$ cat src/rtl/div_pkg.sv
// Shared definitions for the multi-cycle integer divider.
// Holds the bus widths, handshake constants, FSM state encoding and the
// two's-complement negate helper used when taking operand magnitudes and
// restoring result signs.
package div_pkg;

  localparam int unsigned RegBus       = 32;
  localparam int unsigned DoubleRegBus = 64;

  localparam logic [RegBus-1:0] ZeroWord = '0;

  // Handshake levels on start_i / ready_o.
  localparam logic DivStart          = 1'b1;
  localparam logic DivStop           = 1'b0;
  localparam logic DivResultReady    = 1'b1;
  localparam logic DivResultNotReady = 1'b0;

  typedef enum logic [1:0] {
    DivFree   = 2'b00,
    DivByZero = 2'b01,
    DivOn     = 2'b10,
    DivEnd    = 2'b11
  } div_state_e;

  function automatic logic [RegBus-1:0] negate(input logic [RegBus-1:0] v);
    return ~v + 1'b1;
  endfunction

endpackage

$ cat src/rtl/div.sv
// Multi-cycle 32-bit divider for DIV/DIVU in the execute stage.
// A request accepted in DivFree runs 32 restoring shift-subtract iterations
// on operand magnitudes, then signs are restored and the result is held in
// DivEnd until the execute stage drops start_i.
//
// Ports:
//   clk           system clock, rising edge
//   rst           asynchronous active-low reset
//   signed_div_i  1 = signed (DIV), 0 = unsigned (DIVU)
//   opdata1_i     dividend, sampled only on acceptance
//   opdata2_i     divisor, sampled only on acceptance
//   start_i       request, held until the result is consumed
//   annul_i       flush; aborts a division (ignored in DivEnd)
//   result_o      {remainder, quotient}, registered
//   ready_o       result valid, registered
module div
  import div_pkg::*;
(
  input  logic                    clk,
  input  logic                    rst,
  input  logic                    signed_div_i,
  input  logic [RegBus-1:0]       opdata1_i,
  input  logic [RegBus-1:0]       opdata2_i,
  input  logic                    start_i,
  input  logic                    annul_i,
  output logic [DoubleRegBus-1:0] result_o,
  output logic                    ready_o
);

  div_state_e        state_q;
  logic [5:0]        cnt_q;
  // {partial remainder, dividend bits / quotient bits, next quotient bit}
  logic [64:0]       work_q;
  logic [RegBus-1:0] divisor_q;
  logic              signed_q;
  logic              quot_neg_q;
  logic              rem_neg_q;

  logic [RegBus-1:0] dividend_abs;
  logic [RegBus-1:0] divisor_abs;
  logic [RegBus:0]   diff;
  logic [RegBus-1:0] quot_fin;
  logic [RegBus-1:0] rem_fin;

  always_comb begin
    dividend_abs = (signed_div_i && opdata1_i[31]) ? negate(opdata1_i) : opdata1_i;
    divisor_abs  = (signed_div_i && opdata2_i[31]) ? negate(opdata2_i) : opdata2_i;
    // diff[32] set means the trial subtraction went negative.
    diff         = {1'b0, work_q[63:32]} - {1'b0, divisor_q};
    quot_fin     = (signed_q && quot_neg_q) ? negate(work_q[31:0]) : work_q[31:0];
    rem_fin      = (signed_q && rem_neg_q) ? negate(work_q[64:33]) : work_q[64:33];
  end

  always_ff @(posedge clk or negedge rst) begin
    if (!rst) begin
      state_q    <= DivFree;
      cnt_q      <= '0;
      work_q     <= '0;
      divisor_q  <= '0;
      signed_q   <= 1'b0;
      quot_neg_q <= 1'b0;
      rem_neg_q  <= 1'b0;
      result_o   <= '0;
      ready_o    <= DivResultNotReady;
    end else begin
      unique case (state_q)
        DivFree: begin
          if (start_i == DivStart && !annul_i) begin
            if (opdata2_i == ZeroWord) begin
              state_q <= DivByZero;
            end else begin
              state_q    <= DivOn;
              cnt_q      <= '0;
              work_q     <= {32'b0, dividend_abs, 1'b0};
              divisor_q  <= divisor_abs;
              signed_q   <= signed_div_i;
              quot_neg_q <= opdata1_i[31] ^ opdata2_i[31];
              rem_neg_q  <= opdata1_i[31];
            end
          end else begin
            ready_o  <= DivResultNotReady;
            result_o <= '0;
          end
        end
        DivByZero: begin
          if (annul_i) begin
            state_q <= DivFree;
          end else begin
            state_q <= DivEnd;
            ready_o <= DivResultReady;
          end
          result_o <= '0;
        end
        DivOn: begin
          if (annul_i) begin
            state_q  <= DivFree;
            ready_o  <= DivResultNotReady;
            result_o <= '0;
          end else if (cnt_q != 6'd32) begin
            if (diff[32]) begin
              work_q <= {work_q[63:0], 1'b0};
            end else begin
              work_q <= {diff[31:0], work_q[31:0], 1'b1};
            end
            cnt_q <= cnt_q + 6'd1;
          end else begin
            state_q  <= DivEnd;
            result_o <= {rem_fin, quot_fin};
            ready_o  <= DivResultReady;
            cnt_q    <= '0;
          end
        end
        DivEnd: begin
          // Only start_i releases the result; a flush here does nothing.
          if (start_i == DivStop) begin
            state_q  <= DivFree;
            ready_o  <= DivResultNotReady;
            result_o <= '0;
          end
        end
        default: state_q <= DivFree;
      endcase
    end
  end

endmodule

$ cat config.mk
export PLATFORM = sky130hd
export DESIGN_NAME = div
export DESIGN_NICKNAME = d
export VERILOG_FILES = /design/src/rtl/div_pkg.sv /design/src/rtl/div.sv
export SDC_FILE = /design/constraint.sdc
export NUM_CORES = 1
export LEC_CHECK = 0
export BUFFER_PORTS_ARGS = -buffer_cell sky130_fd_sc_hd__buf_2
export CAP_MARGIN = 0
export CORE_UTILIZATION = 64
export CTS_BUF_LIST = sky130_fd_sc_hd__clkbuf_16
export DETAILED_ROUTE_END_ITERATION = 10
export PLACE_DENSITY_LB_ADDON = 0.12
export RECOVER_POWER = 25
export SLEW_MARGIN = 20
export SYNTH_ARGS = -nofsm -noshare
export SYNTH_HDL_FRONTEND = slang
export SYNTH_SLANG_ARGS = --single-unit
$ cat constraint.sdc
create_clock -name clk -period 5 [get_ports clk]
set_clock_uncertainty 0.05 [all_clocks]
set_input_delay 1 -clock clk [delete_from_list [all_inputs] [get_ports clk]]
set_output_delay 1 -clock clk [all_outputs]
set_load 0.05 [all_outputs]
==> results of run 1 <==
[cell usage in the layout, fill, tap and decap left out, types with 4 or more instances in the layout]
cell type / count
sky130_fd_sc_hd__a211oi_1: 8
sky130_fd_sc_hd__o21ai_0: 181
sky130_fd_sc_hd__o31ai_1: 21
sky130_fd_sc_hd__o41ai_1: 7
sky130_fd_sc_hd__dfrtp_1: 173
sky130_fd_sc_hd__o21ai_1: 4
sky130_fd_sc_hd__nor4_1: 12
sky130_fd_sc_hd__or2_2: 4
sky130_fd_sc_hd__a21oi_1: 113
sky130_fd_sc_hd__o211ai_1: 9
sky130_fd_sc_hd__and3_1: 8
sky130_fd_sc_hd__o311ai_0: 20
sky130_fd_sc_hd__a32oi_1: 9
sky130_fd_sc_hd__nor3_1: 26
sky130_fd_sc_hd__clkbuf_16: 17
sky130_fd_sc_hd__buf_2: 132
sky130_fd_sc_hd__ha_1: 43
sky130_fd_sc_hd__inv_8: 4
sky130_fd_sc_hd__buf_4: 7
sky130_fd_sc_hd__inv_1: 61
sky130_fd_sc_hd__a21o_1: 12
sky130_fd_sc_hd__a31oi_1: 4
sky130_fd_sc_hd__xnor2_1: 69
sky130_fd_sc_hd__nand2_1: 194
sky130_fd_sc_hd__nor2_1: 105
sky130_fd_sc_hd__xor2_1: 73
sky130_fd_sc_hd__nand2b_1: 12
sky130_fd_sc_hd__or4_1: 11
sky130_fd_sc_hd__nor2b_1: 5
sky130_fd_sc_hd__o21bai_1: 5
sky130_fd_sc_hd__mux2i_1: 8
sky130_fd_sc_hd__nand3_1: 37
sky130_fd_sc_hd__and2_1: 7
sky130_fd_sc_hd__or3_1: 15
[per-layer routing]
layer,up-vias,global-route usage
li1,5045,-
met1,4753,0.506
met2,411,0.440
met3,24,0.0490
met4,0,0.0730
met5,-,0
[cell families after synthesis]
group	synth area share
AND/OR/NAND/NOR	0.184
AO/OA/AOI/OAI	0.222
flip-flops	0.380
XOR/XNOR	0.109
buffers and inverters	0.0467
adder cells (fa/ha/maj)	0.0501
multiplexers	0.00900
[power groups by stage]
stage | combinational [W] | clock, W | sequential, W
2_1_floorplan | 0.00319 | 0 | 0.00296
3_3_place_gp | 0.00465 | 0 | 0.00255
3_5_place_dp | 0.00474 | 0 | 0.00258
4_1_cts | 0.00478 | 0.00132 | 0.00256
5_1_grt | 0.00532 | 0.00138 | 0.00266
6_report | 0.00483 | 0.00131 | 0.00259
[stage by stage]
step | setup WS (ps) | hold slack, ps | power [W] | util
global placement | 1050 | 406 | 0.00720 | 0.700
CTS | 790 | 430 | 0.00866 | 0.733
detailed placement | 993 | 415 | 0.00732 | 0.700
floorplan | 1710 | 400 | 0.00614 | -
finish | 794 | 424 | 0.00873 | 0.733
global route | 565 | 450 | 0.00936 | 0.733
[final timing paths]
path	start	end	slack (ps)
worst min-delay path	result_o[10]$_DFFE_PN0P_	result_o[10]$_DFFE_PN0P_	420
worst max register to register	work_q[32]$_DFFE_PN0P_	work_q[34]$_DFFE_PN0P_	790
worst max-delay path	work_q[32]$_DFFE_PN0P_	work_q[34]$_DFFE_PN0P_	790
min in group asynchronous	rst	result_o[14]$_DFFE_PN0P_	1290
max in group asynchronous	rst	work_q[55]$_DFFE_PN0P_	1670
worst min register to register	result_o[10]$_DFFE_PN0P_	result_o[10]$_DFFE_PN0P_	420
[worst min-delay path: stages, from the launching register on]
cell	delay [ps]
sky130_fd_sc_hd__dfrtp_1	340
sky130_fd_sc_hd__nand2_1	40
sky130_fd_sc_hd__o21ai_0	60
[layout make-up]
cell class	instances	area share
Clock buffer	17	0.0335
Inverter	60	0.0177
Tap cell	225	0.0221
Multi-Input combinational cell	1073	0.515
Clock inverter	15	0.0124
Sequential cell	173	0.340
Timing Repair Buffer	142	0.0584
[state kept, by name, indices dropped and copies added, names as in the netlist]
name,flops
ready_o,1
quot_neg_q,1
rem_neg_q,1
work_q,65
cnt_q,6
signed_q,1
result_o,64
divisor_q,32
state_q,2
==> impl_results.html, run 1 <==
<table>
<tr><th>Metric</th><th>Value</th></tr>
<tr><th colspan="2">Detailed routing</th></tr>
<tr><td>Detailed-route wire length on metal 1</td><td>between 10000 and 15000 um</td></tr>
<tr><td>Vias after detailed routing</td><td>between 10000 and 15000</td></tr>
<tr><td>Drt via density</td><td>between 6 and 7</td></tr>
<tr><td>DRC marker count from the first detailed-route iteration</td><td>roughly 840</td></tr>
<tr><td>Met2 routed wirelength</td><td>between 10000 and 15000 um</td></tr>
<tr><td>Count of TritonRoute iterations in the first routing pass</td><td>5</td></tr>
<tr><td>Routed wire per std cell</td><td>~16 um</td></tr>
<tr><td>Top routing layer in use</td><td>met4</td></tr>
<tr><td>Final WL</td><td>roughly 28000 um</td></tr>
<tr><td>DRC</td><td>0</td></tr>
<tr><td>Met3 wire length</td><td>between 2000 and 2500 um</td></tr>
<tr><td>Post-route ant nets</td><td>0</td></tr>
<tr><th colspan="2">Synth</th></tr>
<tr><td>Synthesized Nets</td><td>1492</td></tr>
<tr><td>Number of enable flip-flop cells after synthesis</td><td>0</td></tr>
<tr><td>Post-synth top area cell</td><td>sky130_fd_sc_hd__dfrtp_1</td></tr>
<tr><td>Number of distinct library cells after synthesis</td><td>between 60 and 70</td></tr>
<tr><td>Number of cells produced by synthesis</td><td>about 1400</td></tr>
<tr><td>Share of flip-flops with an asynchronous set or reset</td><td>1.00</td></tr>
<tr><td>Mean area per synthesized cell</td><td>roughly 8.3 um2</td></tr>
<tr><td>Synth top cells by count</td><td>sky130_fd_sc_hd__nand2_1 (194), sky130_fd_sc_hd__o21ai_0 (181), sky130_fd_sc_hd__dfrtp_1 (173), sky130_fd_sc_hd__a21oi_1 (113), sky130_fd_sc_hd__nor2_1 (106)</td></tr>
<tr><td>Number of flip-flops and latches in the synthesized netlist</td><td>between 150 and 200</td></tr>
<tr><td>Warnings, synthesis</td><td>0</td></tr>
<tr><td>Ys flop type</td><td>sky130_fd_sc_hd__dfrtp_1</td></tr>
<tr><td>Area share of the largest cell type after synthesis</td><td>0.380</td></tr>
<tr><td>Share of synthesized area occupied by flip-flops and latches</td><td>0.380</td></tr>
<tr><td>Netlist area before placement</td><td>~11000 um2</td></tr>
<tr><td>Top-count cell post-synth</td><td>sky130_fd_sc_hd__nand2_1</td></tr>
<tr><td>Top cells by area in the synthesized netlist</td><td>sky130_fd_sc_hd__dfrtp_1 (38%), sky130_fd_sc_hd__o21ai_0 (7.9%), sky130_fd_sc_hd__nand2_1 (6.4%), sky130_fd_sc_hd__xor2_1 (5.6%), sky130_fd_sc_hd__xnor2_1 (5.3%)</td></tr>
<tr><th colspan="2">Final layout</th></tr>
<tr><td>Share of final-layout standard cells stronger than drive strength 1</td><td>0.134</td></tr>
<tr><td>Layout net count</td><td>around 1600</td></tr>
<tr><td>Area of the multi-input gates</td><td>6560 um2</td></tr>
<tr><td>Total non-filler cell area in the finished layout</td><td>between 10000 and 15000 um2</td></tr>
<tr><td>Sequential cell area</td><td>between 4000 and 5000 um2</td></tr>
<tr><td>Number of inserted diodes</td><td>0</td></tr>
<tr><td>Layout overhead on the synthesized area</td><td>11.6%</td></tr>
<tr><td>Post-route non-filler standard cell count</td><td>between 1500 and 2000</td></tr>
<tr><td>Fill count</td><td>~1400</td></tr>
<tr><th colspan="2">Place</th></tr>
<tr><td>Count of port buffers added during placement</td><td>between 100 and 150</td></tr>
<tr><td>Instance area at placement</td><td>12100 um2</td></tr>
<tr><td>Last weighted congestion value of the routability-driven placer</td><td>0.950</td></tr>
<tr><td>Total half-perimeter wirelength after legalization and detailed placement</td><td>approximately 21000 um</td></tr>
<tr><td>Number of placed cells counting well taps</td><td>approximately 1700</td></tr>
<tr><th colspan="2">Floorplan</th></tr>
<tr><td>Io pins</td><td>about 130</td></tr>
<tr><td>Die width</td><td>135 um</td></tr>
<tr><td>Starting density of the core</td><td>0.657</td></tr>
<tr><td>Core Rows</td><td>48</td></tr>
<tr><td>Die span in y</td><td>135 um</td></tr>
<tr><td>DIE AREA</td><td>around 18000 um2</td></tr>
<tr><td>Area of the core region</td><td>between 15000 and 20000 um2</td></tr>
<tr><th colspan="2">Outcome</th></tr>
<tr><td>Outcome</td><td>complete, but fails checks</td></tr>
<tr><td>Violations in the final reports</td><td>capacitance limit, slew limit</td></tr>
<tr><th colspan="2">Pwr</th></tr>
<tr><td>Maximum vdd drop</td><td>about 0.72 mV</td></tr>
<tr><td>Logic pwr share</td><td>0.553</td></tr>
<tr><td>Clock power share</td><td>0.151</td></tr>
<tr><td>Net switching share of the total power</td><td>0.509</td></tr>
<tr><td>Leakage power of the design</td><td>5.81 nW</td></tr>
<tr><td>Ratio of total power to cell area</td><td>686 nW/um2</td></tr>
<tr><td>Sequential share of power</td><td>0.296</td></tr>
<tr><td>Sw power</td><td>0.00444 W</td></tr>
<tr><td>Internal power</td><td>about 0.0043 W</td></tr>
<tr><th colspan="2">GRT</th></tr>
<tr><td>Pin count of the biggest net entering global routing</td><td>~100</td></tr>
<tr><td>Combined global-route utilization of all metal layers</td><td>0.316</td></tr>
<tr><td>Vias in the first global route</td><td>slightly above 9000</td></tr>
<tr><td>Wire length of the first global-routing pass</td><td>45800 um</td></tr>
<tr><td>Global-route congestion overflow total</td><td>0</td></tr>
<tr><td>Number of antenna violations at the first check in global routing</td><td>0</td></tr>
<tr><th colspan="2">Critical path</th></tr>
<tr><td>CP Data Required Time</td><td>approximately 5200 ps</td></tr>
<tr><td>Maximum cell stage delay along the critical path</td><td>800 ps</td></tr>
<tr><td>Crit. path cell count</td><td>12</td></tr>
<tr><td>Critical Path AT</td><td>4430 ps</td></tr>
<tr><td>Series of cell instances along the critical path</td><td>inv_1 &gt; ha_1 &gt; fa_1 &gt; nand2b_1 &gt; a21oi_1 &gt; o211ai_1 &gt; o31ai_2 &gt; o2111ai_1 &gt; a2111oi_0 &gt; o22ai_4 &gt; buf_4 &gt; o311ai_0</td></tr>
<tr><td>CP max FO</td><td>32</td></tr>
<tr><td>Category of cells accounting for the largest share of critical-path delay</td><td>compound AO/OA/AOI/OAI gates</td></tr>
<tr><td>FF-to-FF path depth</td><td>12</td></tr>
<tr><td>CP Launch Type</td><td>flop</td></tr>
<tr><td>Crit. End Element</td><td>flop</td></tr>
<tr><td>Buffers and inverters on the worst path</td><td>2</td></tr>
<tr><td>Critical Path Slowest Stage Cell</td><td>sky130_fd_sc_hd__a2111oi_0</td></tr>
<tr><td>Worst setup path category</td><td>flop to flop</td></tr>
<tr><th colspan="2">Clock network</th></tr>
<tr><td>Clock transition at the registers of the reported paths</td><td>70 ps</td></tr>
<tr><td>Setup Buffers After CTS</td><td>0</td></tr>
<tr><td>CTS HTree Levels</td><td>4</td></tr>
<tr><td>Worst-Skew Late Latency</td><td>around 430 ps</td></tr>
<tr><td>Clock Root Buffer</td><td>sky130_fd_sc_hd__clkbuf_16</td></tr>
<tr><td>Total clock buffers created by CTS</td><td>17</td></tr>
<tr><td>Number of buffers on the longest clock path</td><td>2</td></tr>
<tr><td>Number of cells upsized or downsized after cts</td><td>0</td></tr>
<tr><td>Number of buffers inserted by hold repair at cts</td><td>0</td></tr>
<tr><td>Clock sinks</td><td>173</td></tr>
<tr><td>TritonCTS clock tree</td><td>yes</td></tr>
<tr><th colspan="2">STA</th></tr>
<tr><td>Final period utilization</td><td>0.841</td></tr>
<tr><td>Tightest slew margin relative to the limit</td><td>-0.662</td></tr>
<tr><td>Sum Neg Setup Slack</td><td>0 ps</td></tr>
<tr><td>Count of pins over their slew limit</td><td>a little over 100</td></tr>
<tr><td>Maximum achievable frequency</td><td>238 MHz</td></tr>
<tr><td>Tightest Pin Transition</td><td>approximately 2500 ps</td></tr>
<tr><td>Final hold violations</td><td>0</td></tr>
<tr><td>Final setup viols</td><td>0</td></tr>
<tr><td>Final critical delay including setup and external delays</td><td>between 4000 and 5000 ps</td></tr>
<tr><td>Setup repair after global routing missed its margin</td><td>no</td></tr>
<tr><th colspan="2">Hold path</th></tr>
<tr><td>Worst hold path class</td><td>flop to flop</td></tr>
<tr><td>Number of cells on the worst hold path</td><td>2</td></tr>
<tr><th colspan="2">Flow run</th></tr>
<tr><td># Max-Cap Violations</td><td>1</td></tr>
</table>
Note: power is estimated with default switching activity, not from simulation.
==> run 2: changes to the inputs <==
- ABC_AREA: default -> 1
- CORE_UTILIZATION: 64 -> 55
- clock period: 5 -> 3.8 ns (I/O delays scaled with it)
==> impl_results.html, run 2 <==
<table>
<tr><th>Metric</th><th>Value</th></tr>
<tr><th colspan="2">Outcome</th></tr>
<tr><td>Outcome</td><td>complete, but fails checks</td></tr>
<tr><td>Violations in the final reports</td><td>capacitance limit, slew limit</td></tr>
<tr><th colspan="2">Floorplan</th></tr>
<tr><td>Core Rows</td><td>56 (+17%)</td></tr>
<tr><td>Io pins</td><td>134 (unchanged)</td></tr>
<tr><td>DIE AREA</td><td>25200 um2 (+37%)</td></tr>
<tr><td>Area of the core region</td><td>23800 um2 (+37%)</td></tr>
<tr><td>Starting density of the core</td><td>0.568 (-0.0886)</td></tr>
<tr><td>Die span in y</td><td>159 um (+17%)</td></tr>
<tr><td>Die width</td><td>159 um (+17%)</td></tr>
<tr><th colspan="2">Place</th></tr>
<tr><td>Count of port buffers added during placement</td><td>133 (unchanged)</td></tr>
<tr><td>Last weighted congestion value of the routability-driven placer</td><td>1.10 (+16%)</td></tr>
<tr><td>Instance area at placement</td><td>14300 um2 (+18%)</td></tr>
<tr><td>Setup WS pre-CTS</td><td>757 ps (-236 ps)</td></tr>
<tr><td>Total half-perimeter wirelength after legalization and detailed placement</td><td>32700 um (+59%)</td></tr>
<tr><th colspan="2">Critical path</th></tr>
<tr><td>FF-to-FF path depth</td><td>10 (-2)</td></tr>
<tr><td>CP Launch Type</td><td>input pin</td></tr>
<tr><td>Critical Path Slowest Stage Cell</td><td>sky130_fd_sc_hd__clkbuf_2</td></tr>
<tr><td>Crit. path cell count</td><td>2 (-10)</td></tr>
<tr><td>Series of cell instances along the critical path</td><td>clkbuf_2 &gt; clkbuf_4</td></tr>
<tr><td>CP Data Required Time</td><td>4170 ps (-1050 ps)</td></tr>
<tr><td>Buffers and inverters on the worst path</td><td>2 (unchanged)</td></tr>
<tr><td>Critical Path AT</td><td>3290 ps (-1140 ps)</td></tr>
<tr><td>Crit. End Element</td><td>async pin</td></tr>
<tr><td>CP max FO</td><td>77 (+140%)</td></tr>
<tr><td>Worst setup path category</td><td>input pin to async pin</td></tr>
<tr><td>Category of cells accounting for the largest share of critical-path delay</td><td>buffers and inverters</td></tr>
<tr><td>Maximum cell stage delay along the critical path</td><td>1380 ps (+580 ps)</td></tr>
<tr><th colspan="2">Detailed routing</th></tr>
<tr><td>Final WL</td><td>42000 um (+50%)</td></tr>
<tr><td>Count of TritonRoute iterations in the first routing pass</td><td>6 (+1)</td></tr>
<tr><td>Routed wire per std cell</td><td>16.4 um (-0.49%)</td></tr>
<tr><td>Drt via density</td><td>5.48 (-8.7%)</td></tr>
<tr><td>DRC</td><td>0 (unchanged)</td></tr>
<tr><td>Vias after detailed routing</td><td>14100 (+38%)</td></tr>
<tr><td>Post-route ant nets</td><td>0 (unchanged)</td></tr>
<tr><td>DRC marker count from the first detailed-route iteration</td><td>1377 (+65%)</td></tr>
<tr><th colspan="2">Clock network</th></tr>
<tr><td>Total clock buffers created by CTS</td><td>17 (unchanged)</td></tr>
<tr><td>Clock sinks</td><td>173 (unchanged)</td></tr>
<tr><td>Setup Buffers After CTS</td><td>0 (unchanged)</td></tr>
<tr><td>Worst-Skew Late Latency</td><td>430 ps (about the same)</td></tr>
<tr><td>Number of cells upsized or downsized after cts</td><td>0 (unchanged)</td></tr>
<tr><td>Clock Root Buffer</td><td>sky130_fd_sc_hd__clkbuf_16</td></tr>
<tr><td>Clock transition at the registers of the reported paths</td><td>70 ps (about the same)</td></tr>
<tr><td>CTS HTree Levels</td><td>4 (unchanged)</td></tr>
<tr><td>TritonCTS clock tree</td><td>yes</td></tr>
<tr><td>Number of buffers on the longest clock path</td><td>2 (unchanged)</td></tr>
<tr><td>Number of buffers inserted by hold repair at cts</td><td>0 (unchanged)</td></tr>
<tr><th colspan="2">Synth</th></tr>
<tr><td>Number of flip-flops and latches in the synthesized netlist</td><td>173 (unchanged)</td></tr>
<tr><td>Top cells by area in the synthesized netlist</td><td>sky130_fd_sc_hd__dfrtp_1 (32%), sky130_fd_sc_hd__nand2_1 (20%), sky130_fd_sc_hd__inv_1 (8.9%), sky130_fd_sc_hd__nand3_1 (8.1%), sky130_fd_sc_hd__o21ai_0 (5.5%)</td></tr>
<tr><td>Warnings, synthesis</td><td>0 (unchanged)</td></tr>
<tr><td>Top-count cell post-synth</td><td>sky130_fd_sc_hd__nand2_1</td></tr>
<tr><td>Synth top cells by count</td><td>sky130_fd_sc_hd__nand2_1 (733), sky130_fd_sc_hd__inv_1 (320), sky130_fd_sc_hd__nand3_1 (217), sky130_fd_sc_hd__nor2_1 (179), sky130_fd_sc_hd__dfrtp_1 (173)</td></tr>
<tr><td>Number of cells produced by synthesis</td><td>2138 (+55%)</td></tr>
<tr><td>Post-synth top area cell</td><td>sky130_fd_sc_hd__dfrtp_1</td></tr>
<tr><td>Share of synthesized area occupied by flip-flops and latches</td><td>0.321 (-0.0590)</td></tr>
<tr><td>Area share of the largest cell type after synthesis</td><td>0.321 (-0.0590)</td></tr>
<tr><td>Ys flop type</td><td>sky130_fd_sc_hd__dfrtp_1</td></tr>
<tr><td>Share of flip-flops with an asynchronous set or reset</td><td>1.00 (unchanged)</td></tr>
<tr><td>Number of distinct library cells after synthesis</td><td>43 (-34%)</td></tr>
<tr><td>Netlist area before placement</td><td>13500 um2 (+18%)</td></tr>
<tr><td>Number of enable flip-flop cells after synthesis</td><td>0 (unchanged)</td></tr>
<tr><td>Synthesized Nets</td><td>2252 (+51%)</td></tr>
<tr><td>Mean area per synthesized cell</td><td>6.31 um2 (-24%)</td></tr>
<tr><th colspan="2">STA</th></tr>
<tr><td>Final period utilization</td><td>0.768</td></tr>
<tr><td>Setup repair after global routing missed its margin</td><td>no</td></tr>
<tr><td>Setup slack of the critical path after layout</td><td>882 ps (+87.9 ps)</td></tr>
<tr><td>Final hold violations</td><td>0 (unchanged)</td></tr>
<tr><td>Count of pins over their slew limit</td><td>78 (-24%)</td></tr>
<tr><td>Sum Neg Setup Slack</td><td>0 ps (unchanged)</td></tr>
<tr><td>Tightest slew margin relative to the limit</td><td>-0.366 (+0.296)</td></tr>
<tr><td>Tightest Pin Transition</td><td>2050 ps (-444 ps)</td></tr>
<tr><td>Final setup viols</td><td>0 (unchanged)</td></tr>
<tr><td>Final critical delay including setup and external delays</td><td>~2900 ps</td></tr>
<tr><td>Maximum achievable frequency</td><td>343 MHz</td></tr>
<tr><th colspan="2">GRT</th></tr>
<tr><td>Most Crowded Layer GR</td><td>met1</td></tr>
<tr><td>M2 GR Usage</td><td>0.508 (+0.0679)</td></tr>
<tr><td>Vias in the first global route</td><td>12700 (+39%)</td></tr>
<tr><td>Met1 global-route usage</td><td>0.523 (+0.0165)</td></tr>
<tr><td>Number of antenna violations at the first check in global routing</td><td>0 (unchanged)</td></tr>
<tr><td>Global-route congestion overflow total</td><td>0 (unchanged)</td></tr>
<tr><td>Pin count of the biggest net entering global routing</td><td>78 (-24%)</td></tr>
<tr><td>Combined global-route utilization of all metal layers</td><td>0.347 (+0.0308)</td></tr>
<tr><td>Wire length of the first global-routing pass</td><td>66800 um (+46%)</td></tr>
<tr><td>Global-route met3 utilization</td><td>0.0580 (+0.00897)</td></tr>
<tr><th colspan="2">Hold path</th></tr>
<tr><td>Worst hold path class</td><td>flop to flop</td></tr>
<tr><td>Number of cells on the worst hold path</td><td>2 (unchanged)</td></tr>
<tr><th colspan="2">Flow run</th></tr>
<tr><td># Max-Cap Violations</td><td>1 (unchanged)</td></tr>
<tr><th colspan="2">Final layout</th></tr>
<tr><td>Share of final-layout standard cells stronger than drive strength 1</td><td>0.0928 (-0.0409)</td></tr>
<tr><td>Number of flip-flops under the largest register name</td><td>65 (unchanged)</td></tr>
<tr><td>Total non-filler cell area in the finished layout</td><td>14900 um2 (+17%)</td></tr>
<tr><td>Number of inserted diodes</td><td>0 (unchanged)</td></tr>
<tr><td>Commonest non-fill, non-tap cell in the layout</td><td>sky130_fd_sc_hd__nand2_1</td></tr>
<tr><td>Layout overhead on the synthesized area</td><td>10.4%</td></tr>
<tr><td>Sequential cell area</td><td>4330 um2 (unchanged)</td></tr>
<tr><td>Fill count</td><td>2289 (+64%)</td></tr>
<tr><td>Register containing the most flip-flops in the final layout</td><td>work_q</td></tr>
<tr><td>Layout net count</td><td>2355 (+49%)</td></tr>
<tr><td>Leading cell types in the layout, fill and taps excluded</td><td>sky130_fd_sc_hd__nand2_1 (733), sky130_fd_sc_hd__inv_1 (320), sky130_fd_sc_hd__nand3_1 (217)</td></tr>
<tr><td>Leading registers by flop count</td><td>work_q x65, result_o x64, divisor_q x32</td></tr>
<tr><td>Area of the multi-input gates</td><td>7620 um2 (+16%)</td></tr>
<tr><th colspan="2">Pwr</th></tr>
<tr><td>Ratio of total power to cell area</td><td>689 nW/um2 (+0.44%)</td></tr>
<tr><td>Maximum vdd drop</td><td>0.754 mV (+4.4%)</td></tr>
<tr><td>Leakage power of the design</td><td>8.40 nW (+45%)</td></tr>
</table>
[run 2: per-layer routing]
layer  vias to the layer above  share of wire  wire length, um
met2                       600           0.42            17700
met4                         0          0.021              897
li1                       6953              -                -
met3                        62          0.082             3430
met1                      6475           0.47            20000
met5                         -              0                0
[run 2: worst register-to-register path: cells and delay by family (launching register included)]
kind            cells  cell delay (ps)
compound gates      1              580
fa+ha+maj           1              200
buf+inv             4             1180
flops               1              390
simple gates        4              380
[run 2: worst paths after layout]
path                                     startpoint                   endpoint  slack (ps)
max                                             rst  divisor_q[15]$_DFFE_PN0P_         880
min                        result_o[51]$_DFFE_PN0P_   result_o[51]$_DFFE_PN0P_         430
max reg2reg                  state_q[0]$_DFFE_PN0P_   result_o[10]$_DFFE_PN0P_         930
min reg2reg                result_o[51]$_DFFE_PN0P_   result_o[51]$_DFFE_PN0P_         430
max in group clk             state_q[0]$_DFFE_PN0P_   result_o[10]$_DFFE_PN0P_         930
min in group asynchronous                       rst     work_q[60]$_DFFE_PN0P_         820
[run 2: power breakdown]
group	total, W	leakage, nW	switching [W]	internal [W]
Clock	0.00175	0.270	0.000783	0.000966
Combinational	0.00570	5.83	0.00416	0.00155
Sequential	0.00281	2.30	0.000425	0.00239
[run 2: cells by family (layout without fill, tap and decap cells)]
| kind of cell | after synthesis | count (layout) | share of synthesized area |
|---|---|---|---|
| xor gates and xnor gates | 65 | 65 | 0.0422 |
| buffers and inverters | 385 | 498 | 0.115 |
| adders and majority gates | 45 | 45 | 0.0423 |
| AOI/OAI and AO/OA | 243 | 243 | 0.0979 |
| and+or+nand+nor | 1227 | 1227 | 0.382 |
| DFF | 173 | 173 | 0.321 |
[run 2: layout make-up]
cell class | count | share of cell area
sequential | 173 | 0.291
inverter | 325 | 0.0820
clock buffer | 17 | 0.0286
timing repair buffer | 144 | 0.0511
tap | 319 | 0.0268
clock inverter | 12 | 0.00916
multi-input combinational | 1580 | 0.512
[run 2: metrics by stage]
stage,util,cells,power [W],hold WS (ps)
2_1_floorplan,-,2138,0.00685,399
3_3_place_gp,0.603,2540,0.00825,409
3_5_place_dp,0.603,2540,0.00832,412
4_1_cts,0.627,2569,0.0101,341
5_1_grt,0.627,2570,0.0110,443
6_report,0.627,2570,0.0103,430
